===== config.mk =====
export PLATFORM = sky130hd
export DESIGN_NAME = icache_dm
export DESIGN_NICKNAME = d
export VERILOG_FILES = /design/src/rtl/icache_dm.sv
export SDC_FILE = /design/constraint.sdc
export NUM_CORES = 2
export LEC_CHECK = 0
export CAP_MARGIN = 15
export CORE_UTILIZATION = 45
export CTS_CLUSTER_DIAMETER = 50
export DETAILED_ROUTE_END_ITERATION = 6
export PLACE_DENSITY = 0.62
export SLEW_MARGIN = 20
export SYNTH_ARGS = -nofsm -noshare
export SYNTH_HDL_FRONTEND = slang
export SYNTH_SLANG_ARGS = --single-unit

===== constraint.sdc =====
create_clock -name clk -period 6.3 [get_ports clk]
set_input_delay 0.945 -clock clk [delete_from_list [all_inputs] [get_ports clk]]
set_output_delay 0.945 -clock clk [all_outputs]
set_load 0.1 [all_outputs]

===== src/rtl/icache_dm.sv =====
// Direct-mapped read-only instruction cache with same-cycle hits and a
// blocking whole-line refill over a req/valid burst interface.
module icache_dm #(
  parameter int NLINES         = 16,
  parameter int WORDS_PER_LINE = 4
) (
  input  logic        clk,
  input  logic        rst_n,
  input  logic [31:0] cpu_addr,
  input  logic        cpu_req,
  output logic [31:0] cpu_instr,
  output logic        cpu_stall,
  input  logic        inv,
  output logic        mem_req,
  output logic [31:0] mem_addr,
  input  logic [31:0] mem_rdata,
  input  logic        mem_valid,
  output logic [15:0] hit_cnt,
  output logic [15:0] miss_cnt
);

  localparam int WB = $clog2(WORDS_PER_LINE);
  localparam int IB = $clog2(NLINES);
  localparam int TW = 32 - 2 - WB - IB;

  typedef enum logic {IDLE, REFILL} state_t;

  state_t              state;
  logic [NLINES-1:0]   valid;
  logic [TW-1:0]       tag_mem  [NLINES];
  logic [31:0]         data_mem [NLINES][WORDS_PER_LINE];
  logic [IB-1:0]       fill_idx;
  logic [TW-1:0]       fill_tag;
  logic [WB-1:0]       beat;

  logic [WB-1:0]       cur_word;
  logic [IB-1:0]       cur_idx;
  logic [TW-1:0]       cur_tag;
  logic                hit;
  logic                last_beat;
  logic                start_miss;
  logic                beat_take;
  logic                unused_ok;

  assign cur_word  = cpu_addr[2+WB-1:2];
  assign cur_idx   = cpu_addr[2+WB+IB-1:2+WB];
  assign cur_tag   = cpu_addr[31:2+WB+IB];
  assign unused_ok = ^cpu_addr[1:0];

  assign hit        = valid[cur_idx] && (tag_mem[cur_idx] == cur_tag) && (state == IDLE);
  assign cpu_instr  = hit ? data_mem[cur_idx][cur_word] : 32'h0;
  assign cpu_stall  = cpu_req && !hit;
  assign last_beat  = (beat == WB'(WORDS_PER_LINE - 1));
  // An invalidate in the same cycle as a miss defers the refill by one cycle.
  assign start_miss = (state == IDLE) && cpu_req && !hit && !inv;
  assign beat_take  = (state == REFILL) && mem_valid;

  always_ff @(posedge clk or negedge rst_n) begin
    if (!rst_n) begin
      state    <= IDLE;
      valid    <= '0;
      mem_req  <= 1'b0;
      mem_addr <= 32'h0;
      beat     <= '0;
      hit_cnt  <= 16'h0;
      miss_cnt <= 16'h0;
    end else begin
      if (cpu_req && hit)
        hit_cnt <= hit_cnt + 16'd1;
      if (start_miss) begin
        state    <= REFILL;
        beat     <= '0;
        mem_req  <= 1'b1;
        mem_addr <= {cpu_addr[31:2+WB], {(2+WB){1'b0}}};
        miss_cnt <= miss_cnt + 16'd1;
      end
      if (beat_take) begin
        beat     <= beat + 1'b1;
        mem_addr <= mem_addr + 32'd4;
        if (last_beat) begin
          state   <= IDLE;
          mem_req <= 1'b0;
          valid[fill_idx] <= 1'b1;
        end
      end
      // Invalidate overrides the valid bit set by a coincident last beat.
      if (inv)
        valid <= '0;
    end
  end

  always_ff @(posedge clk) begin
    if (start_miss) begin
      fill_idx <= cur_idx;
      fill_tag <= cur_tag;
    end
    if (beat_take) begin
      data_mem[fill_idx][beat] <= mem_rdata;
      if (last_beat)
        tag_mem[fill_idx] <= fill_tag;
    end
  end

endmodule


After elaboration in Yosys (flattened, before gate mapping)
Memories as Yosys holds them, arrays and structs flattened.
Cells that the tools add are included.
{"block": "totals", "ff_bits": 112, "word_cells": 71, "ramBits": 2432, "mem_count": 2}
{"name": "data_mem", "depth": 16, "width": 128, "rd": 1, "rd_ports_with_merged_regs": 0, "write_ports": 1, "line_no": "31", "text": "logic [31:0] data_mem [NLINES][WORDS_PER_LINE];"}
{"name": "tag_mem", "depth": 16, "width": 24, "rd": 1, "rd_ports_with_merged_regs": 0, "write_ports": 1, "line_no": "30", "text": "logic [TW-1:0] tag_mem [NLINES];"}
{"block": "op_classes", "n_bitwise": 4, "n_lt_le_gt_ge": 6, "reduce_logical": 16, "muxes": 28, "n_eq_ne": 2, "add_sub_neg": 4}
{"operator": "two-way mux 32 bit", "count": 6}
{"operator": "two-way mux 128 bit", "count": 1}
{"operator": "binary-select mux 32 bit (select 2 bit)", "count": 1}
{"operator": "demux 32 bit (select 2 bit)", "count": 1}
{"operator": "two-way mux 16 bit", "count": 3}
{"operator": "adder 16 x 1 -> 16 bit (second input constant)", "count": 2}
{"operator": "adder 32 x 3 -> 32 bit (second input constant)", "count": 1}
{"operator": "equality test 24 bit", "count": 1}
{"operator": "bitwise OR 16 bit", "count": 1}
{"operator": "two-way mux 1 bit", "count": 12}
{"operator": "logical AND 1 bit", "count": 10}
{"operator": "< comparator 4 x 5 -> 1 bit (second input constant)", "count": 2}
{"operator": "greater-or-equal comparator 3 bit (second input constant)", "count": 2}
{"operator": "NOT 2 -> 3 bit", "count": 2}
{"operator": "nonzero test 2 bit", "count": 3}
{"operator": "binary-select mux 1 bit (select 4 bit)", "count": 1}
{"operator": "demux 1 bit (select 4 bit)", "count": 1}
{"operator": "greater-or-equal comparator 4 x 1 -> 1 bit (second input constant)", "count": 1}
{"operator": "two-way mux 2 bit", "count": 2}
{"operator": "< comparator 3 x 1 -> 1 bit (second input constant)", "count": 1}
{"operator": "adder 2 x 1 -> 2 bit (second input constant)", "count": 1}
{"operator": "equality test 2 bit (second input constant)", "count": 1}
{"operator": "zero test 1 bit", "count": 2}
{"operator": "AND reduction 2 bit", "count": 1}
{"operator": "NOT 1 bit", "count": 1}

Logic depth before layout (Yosys ltp)
{"block": "logic_depth", "depth_word": 10, "depth_mapped": 15, "ltp_nobuf": 10}

Least setup slack after synthesis
No wires, ideal clock.
{"block": "synth_path", "kind": "input port to output port", "startpoint": "input port cpu_addr[4]", "endpoint": "output port cpu_instr[10]", "arrival_time_ns": 5.618, "path_slack_ns": -0.263, "path_buffers": 6, "path_stages": 14, "required_ns": 5.355, "path_cell_list": "buf_6 -> buf_6 -> buf_6 -> buf_6 -> mux2i_1 -> o22ai_1 -> o32a_1 -> nor2_1 -> o2111ai_1 -> nor4_4 -> nand3_2 -> buf_6 -> clkbuf_1 -> a311oi_1"}
{"block": "synth_via", "elab_chain_len": 5}
{"item": "start: declaration", "line_no": "9", "text": "input logic [31:0] cpu_addr,"}
{"item": "memory read (16 x 24 bit), or another cell as far along"}
{"item": "equality test 24 bit, or another cell as far along", "line_no": "50", "text": "assign hit = valid[cur_idx] && (tag_mem[cur_idx] == cur_tag) && (state == IDLE);"}
{"item": "logical AND 1 bit or two-way mux 32 bit (tied branches) (2 in series)", "line_no": "50, 51"}
{"item": "two-way mux 32 bit *", "line_no": "51", "text": "assign cpu_instr = hit ? data_mem[cur_idx][cur_word] : 32'h0;"}
{"item": "end: declaration", "line_no": "11", "text": "output logic [31:0] cpu_instr,"}
Every way passes the cells marked *; elsewhere a longest branch is shown, timed or not. The select of a mux whose other input is x is not followed.

Worst setup path in the final report
{"block": "layout_path", "startpoint": "input port cpu_addr[4]", "endpoint": "output port cpu_instr[2]"}
Same word-level chain as after synthesis.

==> flow_summary.json <==
{
  "ys.flop_type": "edfxtp_1",
  "insertion_delay_ps": 900,
  "vias": 47300,
  "synth-xor-area-share_pct": 0.526,
  "synth_seq_area_share_pct": 77.2,
  "ant_nets": 0,
  "post_cts_buffers": 0,
  "die_h_um": 469,
  "wl_per_cell_um": 31.9,
  "cts.path.max_buffers": 4,
  "fillCellCount": 16500,
  "max_slew.worst_pin.slew_ps": 1160,
  "clk_pin_slew_ps": 60,
  "synth_top_family_by_area": "multiplexers",
  "yosysWarnings": 0,
  "finalNetCount": 4783,
  "synth-compound-area-share_pct": 1.51,
  "rsz0062_at_grt": "false",
  "timing.final.crit_period_ps": 5970,
  "drive_gt1_share_pct": 29.8,
  "status": "finished, final reports clean",
  "endpoint_kind": "output pin",
  "async_reset_ff_share_pct": 3.23,
  "synth-simple-area-share_pct": 2.01,
  "post_synth_num_cell_types": 68,
  "most-common-layout-cells": "2460 x edfxtp_1, 709 x mux4_2, 281 x clkbuf_16, 181 x buf_4, 86 x nand2_1",
  "seq_area_mm2": 0.0759,
  "ys_ff_latch": 2542,
  "initial_core_util_pct": 45.3,
  "die-area_mm2": 0.220,
  "p_comb_share_pct": 8.4,
  "cts_buffers": 275,
  "htreeDepth": 5,
  "area_growth_pct": 15.5,
  "io_buffers": 162,
  "synth_mux_area_share_pct": 17.5,
  "synthAdderAreaFrac_pct": 0.0891,
  "pre_cts_slack_ps": -255,
  "first_iter_violations": 5374,
  "worstSetupPathType": "in2out",
  "grt_usage_pct": 22.5,
  "grt_max_degree": 119,
  "rows": 171,
  "routed_wl_um": 247000,
  "synth_edf_count": 2460,
  "leakage_nw": 35.8,
  "cp-start-kind": "input port",
  "synthTopCellsByArea": "edfxtp_1 75%, mux4_2 16%, dfrtp_1 2.1%, mux2i_1 0.76%, nor2_1 0.56%",
  "cts-root-buf": "clkbuf_16",
  "placed_cell_area_mm2": 0.105,
  "critical_path_peak_fanout": 37,
  "final_max_slew_viol_count": 0,
  "layout_commonest_cell": "edfxtp_1",
  "first_pass_iters": 5,
  "antenna_found_initial": 7,
  "final.period_utilization_pct": 94.8,
  "cts_tree": "built",
  "multiInputGateArea_mm2": 0.0218,
  "synthCells": 4303,
  "setup_viol": 0,
  "worstPathArrival_ps": 5030,
  "grt_pass1_vias": 48100,
  "ios": 167,
  "slew_headroom_pct": 22.9,
  "die_w_um": 469,
  "power_frac_clock_pct": 40.5,
  "powerDensity_mw_per_mm2": 331,
  "clock_skew_ps": 38.0,
  "cp.required_ps": 5350,
  "final_area_mm2": 0.114,
  "viasPerCell": 6.11,
  "synth_top_area_share_pct": 75.1,
  "postSynthAreaPerCell_um2": 22.9,
  "synth_area_mm2": 0.0983,
  "grt_first_pass_wirelength_um": 354000,
  "fmax_mhz": 167,
  "pwr-share-seq_pct": 51.1,
  "switching_power_mw": 8.76,
  "synth_largest_area_cell": "edfxtp_1",
  "swShare_pct": 23.3,
  "clock-sinks": 2542,
  "drcViolationCount": 0,
  "ir_drop_mv": 0.336,
  "core_mm2": 0.217,
  "layout_setup_ws_ps": 329,
  "place.gp.congestion": 0.812,
  "intPower_mw": 28.8,
  "hpwl_um": 138000,
  "grt_overflow_total": 0,
  "cap_violations": 0,
  "final_hold_viol_count": 0,
  "min_path_type": "in2async"
}
[critical path, stage by stage]
cell and delay (ps):
buf_8 360, buf_4 310, mux4_2 520, a22oi_1 190
nand3_1 120, xor2_1 160, nor4_1 550, buf_4 210
and4b_1 350, nand3_4 120, buf_12 200, a211oi_4 470
buf_4 210, buf_12 160
[worst paths after layout]
kind	cells past startpoint	start	slack (ps)	endpoint
worst min register to register	1	hit_cnt[15]	470	hit_cnt[15]
max in group asynchronous	2	rst_n	5130	mem_addr[30]
min in group clk	1	hit_cnt[15]	470	hit_cnt[15]
worst max-delay path	14	cpu_addr[4]	330	cpu_instr[2]
worst max register to register	14	tag_mem[6][0]	2300	miss_cnt[1]
worst min-delay path	1	rst_n	40	mem_addr[17]
[repair_timing]
item / 4_1_cts / 5_1_grt
setup endpoints to repair: 1 / 1
hold buffers: 0 / 0
gates resized for setup: 1 / 1
[metrics by stage]
step / total power [mW] / setup TNS [ps] / hold WS, ps / util [%] / std cells
6_report: 37.5 / 0 / 37.3 / 52.3 / 7746
3_3_place_gp: 22.6 / -307 / 456 / 48.3 / 7277
3_5_place_dp: 22.7 / -255 / 459 / 48.4 / 7282
2_1_floorplan: 21.4 / -2860 / 461 / - / 4304
4_1_cts: 37.8 / 0 / 1.38 / 52.2 / 7741
5_1_grt: 38.6 / 0 / 36.0 / 52.3 / 7744
[synth_stat cells, drive strengths merged, types with 12 or more instances]
library cell / count
nand3: 41
dfrtp: 82
nor3: 19
nor2: 146
nand4: 20
and2: 14
mux2: 40
mux4: 709
xor2: 19
nand2: 88
a221oi: 17
inv: 19
xnor2: 40
clkbuf: 104
and3: 16
mux2i: 75
a21o: 12
a21oi: 18
buf: 125
a31oi: 12
o21ai: 34
o22ai: 24
edfxtp: 2460
nor2b: 32
a22oi: 17
a211oi: 34
[sequential cells by signal, summed over array words and instances (netlist names)]
| name | count |
|---|---|
| hit_cnt | 16 |
| beat | 2 |
| tag_mem | 384 |
| fill_idx | 4 |
| miss_cnt | 16 |
| valid | 16 |
| state | 1 |
| fill_tag | 24 |
| data_mem | 2048 |
| mem_req | 1 |
| mem_addr | 30 |
[final cells by class]
| class | instances | share of cell area, % |
|---|---|---|
| flip-flops and latches | 2542 | 66.9 |
| multi-input cells | 1514 | 19.2 |
| clock buffers | 336 | 6.40 |
| repair buffers | 355 | 3.36 |
| well taps | 2854 | 3.15 |
| clock inverters | 123 | 0.947 |
| inverters | 19 | 0.0672 |
| diodes | 3 | 0.00661 |
[power by group through the flow]
stage | sequential, mW | combinational [mW] | clock, mW
2_1_floorplan | 20.1 | 1.29 | 0
3_3_place_gp | 19.5 | 3.14 | 0
3_5_place_dp | 19.5 | 3.18 | 0
4_1_cts | 19.2 | 3.18 | 15.4
5_1_grt | 19.2 | 3.30 | 16.1
6_report | 19.2 | 3.16 | 15.2
[per-layer routing]
metal,global-route usage [%],vias to the layer above,wire length (um)
met2,35.6,1946,119000
met5,0,-,24
met1,32.8,25900,105000
li1,-,19100,-
met3,3.64,338,17600
met4,5.40,4,5190
[logic make-up (layout without fill, tap and decap cells)]
| family | after synthesis | count (layout) |
|---|---|---|
| xor+xnor | 59 | 59 |
| fa+ha+maj | 7 | 7 |
| mux | 824 | 824 |
| other cells | 1 | 5 |
| simple gates | 410 | 410 |
| buf+inv | 248 | 833 |
| flops | 2542 | 2542 |
| compound gates | 212 | 212 |
Note: power is estimated with default switching activity, not from simulation.
